<file path="src/rtl/c_alu_operand_fifo.sv">
// ---------------------------------------------------------------------------
// c_alu_operand_fifo
//
// This block buffers operand and control bundles for the structural Hack ALU.
// It accepts {x, y, zx, nx, zy, ny, f, no} bundles from the CPU decode stage
// over a valid/ready handshake. It hands them to the ALU input stage one per
// transfer, in order and without loss.
//
// The outputs are first-word-fall-through and registered. The head bundle sits
// in its own register, which is loaded on the clock edge with whatever will be
// the head after that edge. Input data therefore never passes combinationally
// to the outputs. While the buffer is empty, the head register keeps its last
// value. After reset it holds 0.
//
// Ports:
//   clk              sole clock, rising edge
//   reset_n          asynchronous active-low reset
//   in_valid         upstream offers a bundle
//   in_ready         buffer can accept (= count != DEPTH)
//   in_x, in_y       16-bit ALU operands
//   in_ctrl          {zx,nx,zy,ny,f,no}, bit 5 = zx
//   out_valid        head bundle available (= count != 0)
//   out_ready        ALU stage consumes the head
//   out_x, out_y     head operands (registered)
//   out_ctrl         head control bits (registered)
//   count            occupancy, 0..DEPTH
//   overflow_sticky  in_valid was seen while full; cleared only by reset
// ---------------------------------------------------------------------------
module c_alu_operand_fifo #(
    parameter int DEPTH = 4,   // power of two, 2..16
    parameter int PTR_W = 2    // log2(DEPTH)
) (
    input  logic             clk,
    input  logic             reset_n,
    input  logic             in_valid,
    output logic             in_ready,
    input  logic [15:0]      in_x,
    input  logic [15:0]      in_y,
    input  logic [5:0]       in_ctrl,
    output logic             out_valid,
    input  logic             out_ready,
    output logic [15:0]      out_x,
    output logic [15:0]      out_y,
    output logic [5:0]       out_ctrl,
    output logic [PTR_W:0]   count,
    output logic             overflow_sticky
);

    typedef struct packed {
        logic [15:0] x;
        logic [15:0] y;
        logic [5:0]  ctrl;
    } bundle_t;

    localparam logic [PTR_W:0] FULL_COUNT = (PTR_W+1)'(DEPTH);

    bundle_t          mem [DEPTH];
    bundle_t          in_bundle;
    bundle_t          head_q;
    bundle_t          head_nxt;
    logic [PTR_W-1:0] wr_ptr;
    logic [PTR_W-1:0] rd_ptr;
    logic [PTR_W-1:0] rd_ptr_nxt;
    logic [PTR_W:0]   count_nxt;
    logic             push;
    logic             pop;

    assign in_bundle = {in_x, in_y, in_ctrl};

    // Both handshake flags come from the registered count only, so neither
    // port has a combinational path to the other side.
    assign in_ready  = (count != FULL_COUNT);
    assign out_valid = (count != '0);
    assign push      = in_valid & in_ready;
    assign pop       = out_valid & out_ready;

    assign out_x     = head_q.x;
    assign out_y     = head_q.y;
    assign out_ctrl  = head_q.ctrl;

    // Next occupancy and next head. The new head can be the bundle being
    // written on this edge. That happens when the buffer drains to that slot
    // or was empty. In that case the head comes from the input, not from the
    // memory, which is not written until the same edge.
    always_comb begin
        count_nxt  = count;
        rd_ptr_nxt = rd_ptr;
        head_nxt   = head_q;

        if (pop) begin
            rd_ptr_nxt = rd_ptr + PTR_W'(1);
        end

        unique case ({push, pop})
            2'b10:   count_nxt = count + (PTR_W+1)'(1);
            2'b01:   count_nxt = count - (PTR_W+1)'(1);
            default: count_nxt = count;
        endcase

        if (count_nxt != '0) begin
            if (push && (rd_ptr_nxt == wr_ptr)) begin
                head_nxt = in_bundle;
            end else begin
                head_nxt = mem[rd_ptr_nxt];
            end
        end
    end

    // NOTE: the storage array has no reset. Its contents are don't-care until
    // written, and leaving it unreset lets it map onto plain flops or RAM.
    // Every observable output comes from the reset head register instead.
    always_ff @(posedge clk) begin
        if (push) begin
            mem[wr_ptr] <= in_bundle;
        end
    end

    // NOTE: sequential state uses non-blocking assignments only, so every
    // register samples the pre-edge values computed by the always_comb above.
    always_ff @(posedge clk or negedge reset_n) begin
        if (!reset_n) begin
            wr_ptr          <= '0;
            rd_ptr          <= '0;
            count           <= '0;
            head_q          <= '0;
            overflow_sticky <= 1'b0;
        end else begin
            if (push) begin
                wr_ptr <= wr_ptr + PTR_W'(1);
            end
            rd_ptr <= rd_ptr_nxt;
            count  <= count_nxt;
            head_q <= head_nxt;
            if (in_valid && (count == FULL_COUNT)) begin
                overflow_sticky <= 1'b1;
            end
        end
    end

endmodule

</file>
<file path="config.mk">
export PLATFORM = sky130hd
export DESIGN_NAME = c_alu_operand_fifo
export DESIGN_NICKNAME = d
export VERILOG_FILES = /design/src/rtl/c_alu_operand_fifo.sv
export SDC_FILE = /design/constraint.sdc
export NUM_CORES = 1
export LEC_CHECK = 0
export ABC_AREA = 1
export CORE_ASPECT_RATIO = 0.7
export CORE_MARGIN = 4
export CORE_UTILIZATION = 40
export DETAILED_ROUTE_END_ITERATION = 10
export DONT_BUFFER_PORTS = 1
export SETUP_SLACK_MARGIN = 0.05
export SYNTH_ARGS = -nofsm -noshare
export SYNTH_HDL_FRONTEND = slang
export SYNTH_SLANG_ARGS = --single-unit
</file>
<file path="constraint.sdc">
create_clock -name clk -period 5.9 [get_ports clk]
set_input_delay 0.59 -clock clk [delete_from_list [all_inputs] [get_ports clk]]
set_output_delay 0.59 -clock clk [all_outputs]
set_load 0.02 [all_outputs]
</file>
==> After elaboration in Yosys (flattened, before gate mapping) <==
Memories as Yosys holds them, arrays and structs flattened. A register that Yosys moved wholly into a read port is not among the register bits.
Index checks and enable logic that the tools add are counted.
{ "word_totals": {"output_inout_bits": 44, "ram_bits": 152, "n_memories": 1, "in_bits": 42, "ff_bits": 8} }
{ "op_classes": {"n_mux": 4, "n_eq_ne": 4, "addsub": 4, "reduce_logical": 4, "bitwise_logic": 2} }
{ "memory_table": {"columns": ["name", "words", "width", "read_ports", "rd_clocked_by_memory_dff", "wr", "line", "source"], "rows": [
  ["mem", 4, 38, 1, 1, 1, "57", "bundle_t mem [DEPTH];"]
]} }
{ "ops": {"columns": ["op", "n"], "rows": [
  ["case mux 3 bit (2 select lines)", 1],
  ["nonzero test 3 bit", 2],
  ["adder 2 x 1 -> 2 bit, second input constant", 2],
  ["adder 3 x 1 -> 3 bit, second input constant", 1],
  ["equality test 3 bit, second input constant", 1],
  ["inequality test 3 bit, second input constant", 1],
  ["subtractor 3 x 1 -> 3 bit, second input constant", 1],
  ["bitwise AND 1 bit", 2],
  ["equality test 2 x 1 -> 1 bit, second input constant", 1],
  ["equality test 2 bit, second input constant", 1],
  ["2-to-1 mux 1 bit", 2],
  ["2-to-1 mux 2 bit", 1],
  ["logical AND 1 bit", 1],
  ["logical NOT 1 bit", 1]
]} }

==> Depth between registers and ports, before layout <==
{ "logic_depth": {"ltp_word": 5, "ltp_mapped": 16} }

==> Worst setup path before layout <==
OpenSTA, ideal clock, no wires.
{ "synth_timing": {"path_kind": "register to register", "from": "register count[1]", "to": "memory mem[0][0] (netlist name) (enable)", "t_arrival_ps": 2604, "path_buffers": 0, "setup_slack_ps": 2863, "stages_incl_launch_ff": 5, "setup_ps": 433, "cell_sequence": "dfrtp_1 > nor2_4 > nand2_1 > nand2_1 > nor2_1"} }
{ "synth_between": {"elab_chain_len": 4} }
{ "synth_lines": {"columns": ["element", "line", "source"], "rows": [
  ["from (decl)", "45", "output logic [PTR_W:0] count,"],
  ["from (signal assigned)", "132", "count <= count_nxt;"],
  ["inequality test 3 bit", "72", "assign in_ready = (count != FULL_COUNT);"],
  ["named net in_ready", "36", "output logic in_ready,"],
  ["bitwise AND 1 bit", "74", "assign push = in_valid & in_ready;"],
  ["2-to-1 mux 1 bit", "113", "if (push) begin"],
  ["2-to-1 mux 1 bit (not written as such)", "114", "mem[wr_ptr] <= in_bundle;"],
  ["to (decl)", "57", null]
]} }
The timed path passes the listed nets, and every way through them passes these cells.

==> Worst setup path in the final report <==
{ "layout_timing": {"from": "register count[1]", "to": "register out_ctrl[3] (netlist name)"} }
{ "layout_between": {"elab_chain_len": 5, "elab_cells_between_ends": 11} }
{ "layout_lines": {"columns": ["element", "line", "source"], "rows": [
  ["inequality test 3 bit *", "72", null],
  ["named net in_ready", "36", null],
  ["bitwise AND 1 bit *", "74", null],
  ["equality test 2 x 1 -> 1 bit or equality test 2 bit (tied branches)", "94", "unique case ({push, pop})"],
  ["case mux 3 bit (2 select lines) *", "94", null],
  ["nonzero test 3 bit *", "100", "if (count_nxt != '0) begin"]
]} }
The timed path passes the listed nets; every way through them passes the cells marked *.
A chain may end at the register's enable or synchronous reset.

==> parameters.txt <==
Parameter                              Value

Outcome
  Run status ... completed

Critical path
  Category of the most critical setup path ... reg -> reg
  RR Endpoint ... out_ctrl[3]
  Cell-by-cell trace of the critical path ... nor2_4 > nand2_1 > nand2_1 > ha_1 > inv_1 > fa_1 > or2_2 > nand4_1 > nand3_2 > inv_1 > buf_4 > nand2_1 > nand2_1
  Depth of the critical timing path with buffers and inverters included ... 13
  Arrival time at the worst endpoint ... 4.02 ns
  Peak fanout along the critical path ... 21
  Required time of the worst setup path ... 6.26 ns
  R2R setup slack ... 2.25 ns
  Critical path's largest stage delay ... 0.50 ns
  Critical-path cell with the highest stage delay ... sky130_fd_sc_hd__dfrtp_1
  CP Capture Type ... register
  Count of cells along the worst register-to-register path ... 13
  Kind of cell adding the most delay to the critical path ... simple AND/OR/NAND/NOR gates
  Top cell by count, worst path ... sky130_fd_sc_hd__nand2_1
  CP Buf/Inv Count ... 3
  Worst R2R Start ... count[1]
  Setup crit start kind ... register

Global routing
  Maximum number of pins on one net before global-route repair ... 81
  Antenna violations before repair ... 0
  Global-route wire length before repair ... 32.9 mm
  Gr usage total ... 18.2%
  Vias in the first global route ... 5482
  Total congestion overflow ... 0

Synth
  Number of enable-type register cells in the synthesized netlist ... 152
  Count of synthesis-stage warnings from yosys ... 0
  Cell types with the highest counts after synthesis ... 241 x sky130_fd_sc_hd__nand2_1, 197 x sky130_fd_sc_hd__nand3_1, 152 x sky130_fd_sc_hd__edfxtp_1, 55 x sky130_fd_sc_hd__inv_1, 46 x sky130_fd_sc_hd__dfrtp_1
  Main flop type after synthesis ... sky130_fd_sc_hd__edfxtp_1
  Combinational family with the most area after synthesis ... simple AND/OR/NAND/NOR gates
  Most common cell in the synthesized netlist ... sky130_fd_sc_hd__nand2_1
  Syn_nets ... 861
  FFs w/ async S/R, synth ... 23.2%
  Simple-Gate Fraction of Synth Area ... 26.0%
  Cell types with the largest area share after synthesis ... sky130_fd_sc_hd__edfxtp_1 53%, sky130_fd_sc_hd__dfrtp_1 13%, sky130_fd_sc_hd__nand3_1 11%
  Proportion of synthesized area in mux cells ... 0%
  Distinct cell type count after synthesis ... 24
  Mean instance size in the synthesized netlist ... 10.6 um^2
  Syn Inst Count ... 813
  Yosys top cell by area ... sky130_fd_sc_hd__edfxtp_1
  Fraction of synthesized cell area taken by the top area cell type ... 53.1%
  Count of state elements after synthesis ... 198
  Parity-gate share of the synthesized area counting xor and xnor cells ... 0.204%
  Post-synthesis compound-gate area fraction ... 0.218%
  Post-Syn Area ... 8600 um^2
  Sequential cell area fraction in the yosys report ... 66.5%
  Post-synthesis share of cell area spent on full adders, half adders and majority gates ... 0.960%

Timing
  Hold Violations, Final ... 0
  Transition at the pin with the smallest max-transition slack ... 1.05 ns
  Final Max Slew Viols ... 0
  Relative slew margins ... 29.8%
  Max Fclk ... 274 MHz
  Post-route minimum period ... 3.65 ns
  Setup_tns ... 0 ns
  RSZ-0062 raised after global routing ... false
  Share of the clock period used by the worst path after layout ... 61.9%
  PnR worst setup slack ... 2.25 ns
  Worst-case clock skew ... 0.00903 ns
  Total setup violations reported at the end of the flow ... 0

Clock network
  Clk sink count ... 198
  Clock buffer depth ... 2
  Skew-Pair Late Insertion Delay ... 0.43 ns
  Root buf cell ... sky130_fd_sc_hd__clkbuf_16
  CTS tree ... built
  Clock buffers created by TritonCTS ... 17
  Clk pin slew, worst setup/hold paths ... 0.07 ns
  Post-CTS repair timing setup buffer count ... 0
  H-tree Lvls ... 4

Cells and area
  Count of placed standard cells in the final layout, fillers left out ... 1077
  Number of nets in the final layout ... 836
  Number of filler instances in the final layout ... 1951
  Antenna diodes ... 0
  P&R area growth vs syn ... 8.60%
  Share of post-route cells with drive strength above 1 ... 7.24%
  Share of the core filled with cells ... 44.6%

Floorplanning
  Horizontal extent of the die ... 183 um
  Area of the die ... 23900 um^2
  Top-Level Pins ... 86
  Core Area ... 20900 um^2
  Initial Util ... 41.1%
  Rows ... 44
  Height of the die ... 131 um

Drt
  Drc violations ... 0
  Number of DRC markers in iteration 0 ... 584
  First-pass iteration count of the detailed router ... 6
  Vias per std cell ... 5.40
  Final wirelength ... 21.5 mm
  Antenna-violating nets left ... 0
  Via count ... 5819
  Average wire length per cell after detail routing ... 19.9 um

Placed design
  Worst setup timing slack at the placement stage ... 2.23 ns
  Placed cells ... 1044
  Post-detailed-placement half-perimeter wirelength ... 11.5 mm
  Number of input and output port buffers inserted ... 0
  RD Place Congestion ... 0.739

Power and ir drop
  Static leakage ... 3.82 nW
  Power Density ... 619 nW/um^2
  Worst voltage drop across the vdd grid ... 0.000481 V
  Total chip power ... 5.78 mW

Min path
  Worst hold path class ... in -> async

Flow run
  Number of max-capacitance violations reported ... 0
==> cell families (layout without fill, tap and decap cells) <==
logic type	Yosys count	after routing
AO/OA/AOI/OAI	3	3
buffers and inverters	113	101
AND/OR/NAND/NOR	491	491
flip-flops	198	198
adder cells (fa/ha/maj)	6	6
XOR/XNOR	2	2
==> state kept, by name (all words and copies together), names as in the netlist <==
| signal | flops |
|---|---|
| rd_ptr | 2 |
| out_y | 16 |
| mem | 152 |
| out_ctrl | 6 |
| wr_ptr | 2 |
| count | 3 |
| overflow_sticky | 1 |
| out_x | 16 |
==> what timing repair did <==
action	CTS	global route
hold buffers	1	0
gates resized for setup	0	0
endpoints found under the hold margin	46	0
==> worst max path at each step <==
stage,startpoint,endpoint,slack [ns]
5_1_grt,count[0],out_ctrl[0],1.96
6_report,count[1],out_ctrl[3],2.25
4_1_cts,count[1],out_ctrl[0],2.20
3_5_place_dp,count[1],out_y[1],2.23
2_1_floorplan,count[1],mem[0][0],2.86
3_3_place_gp,count[1],out_x[12],2.41
==> per-layer routing <==
| layer | GRT usage, % | up-vias | share of wire, % |
|---|---|---|---|
| met5 | 0 | - | 0 |
| met4 | 4.33 | 0 | 0.90 |
| met3 | 6.09 | 19 | 11 |
| met2 | 27.0 | 247 | 43 |
| met1 | 26.0 | 2811 | 46 |
| li1 | - | 2742 | - |
==> cell usage in the layout, fill, tap and decap left out, drive strengths merged <==
cell type	n
a31o	1
nor2	6
xnor2	1
clkinvlp	4
dfrtp	46
edfxtp	152
clkinv	5
nand2	247
buf	12
xor2	1
or2	1
bufinv	1
inv	58
nand3	198
ha	5
o21ai	2
clkbuf	21
fa	1
nand4	39
==> stage by stage <==
stage | area (um^2) | hold WS (ns)
floorplan | 8600 | 0.294
global placement | 8750 | 0.296
detailed placement | 8750 | 0.296
CTS | 9340 | 0.00940
global route | 9340 | 0.00991
finish | 9340 | 0.0144
==> cell type report <==
cell class	count	area [um^2]	area share, %
clock inverters	11	101	1.09
flip-flops and latches	198	5720	61.2
clock buffers	21	462	4.94
well taps	276	345	3.70
inverters	57	214	2.29
multi-input cells	502	2390	25.6
repair buffers	12	110	1.18
==> worst reg2reg max path: stages (launching register included) <==
cell and delay (ns):
sky130_fd_sc_hd__dfrtp_1 0.50, sky130_fd_sc_hd__nor2_4 0.19, sky130_fd_sc_hd__nand2_1 0.19, sky130_fd_sc_hd__nand2_1 0.47, sky130_fd_sc_hd__ha_1 0.24, sky130_fd_sc_hd__inv_1 0.07, sky130_fd_sc_hd__fa_1 0.38, sky130_fd_sc_hd__or2_2 0.32
sky130_fd_sc_hd__nand4_1 0.11, sky130_fd_sc_hd__nand3_2 0.09, sky130_fd_sc_hd__inv_1 0.48, sky130_fd_sc_hd__buf_4 0.39, sky130_fd_sc_hd__nand2_1 0.10, sky130_fd_sc_hd__nand2_1 0.08
==> report_power, final <==
| group | total, mW | internal (mW) | switching [mW] |
|---|---|---|---|
| Combinational | 2.34 | 0.650 | 1.69 |
| Sequential | 2.32 | 1.93 | 0.390 |
| Clock | 1.12 | 0.608 | 0.511 |
| Total | 5.78 | 3.18 | 2.60 |
No activity file was read; power rests on OpenSTA's default activity.
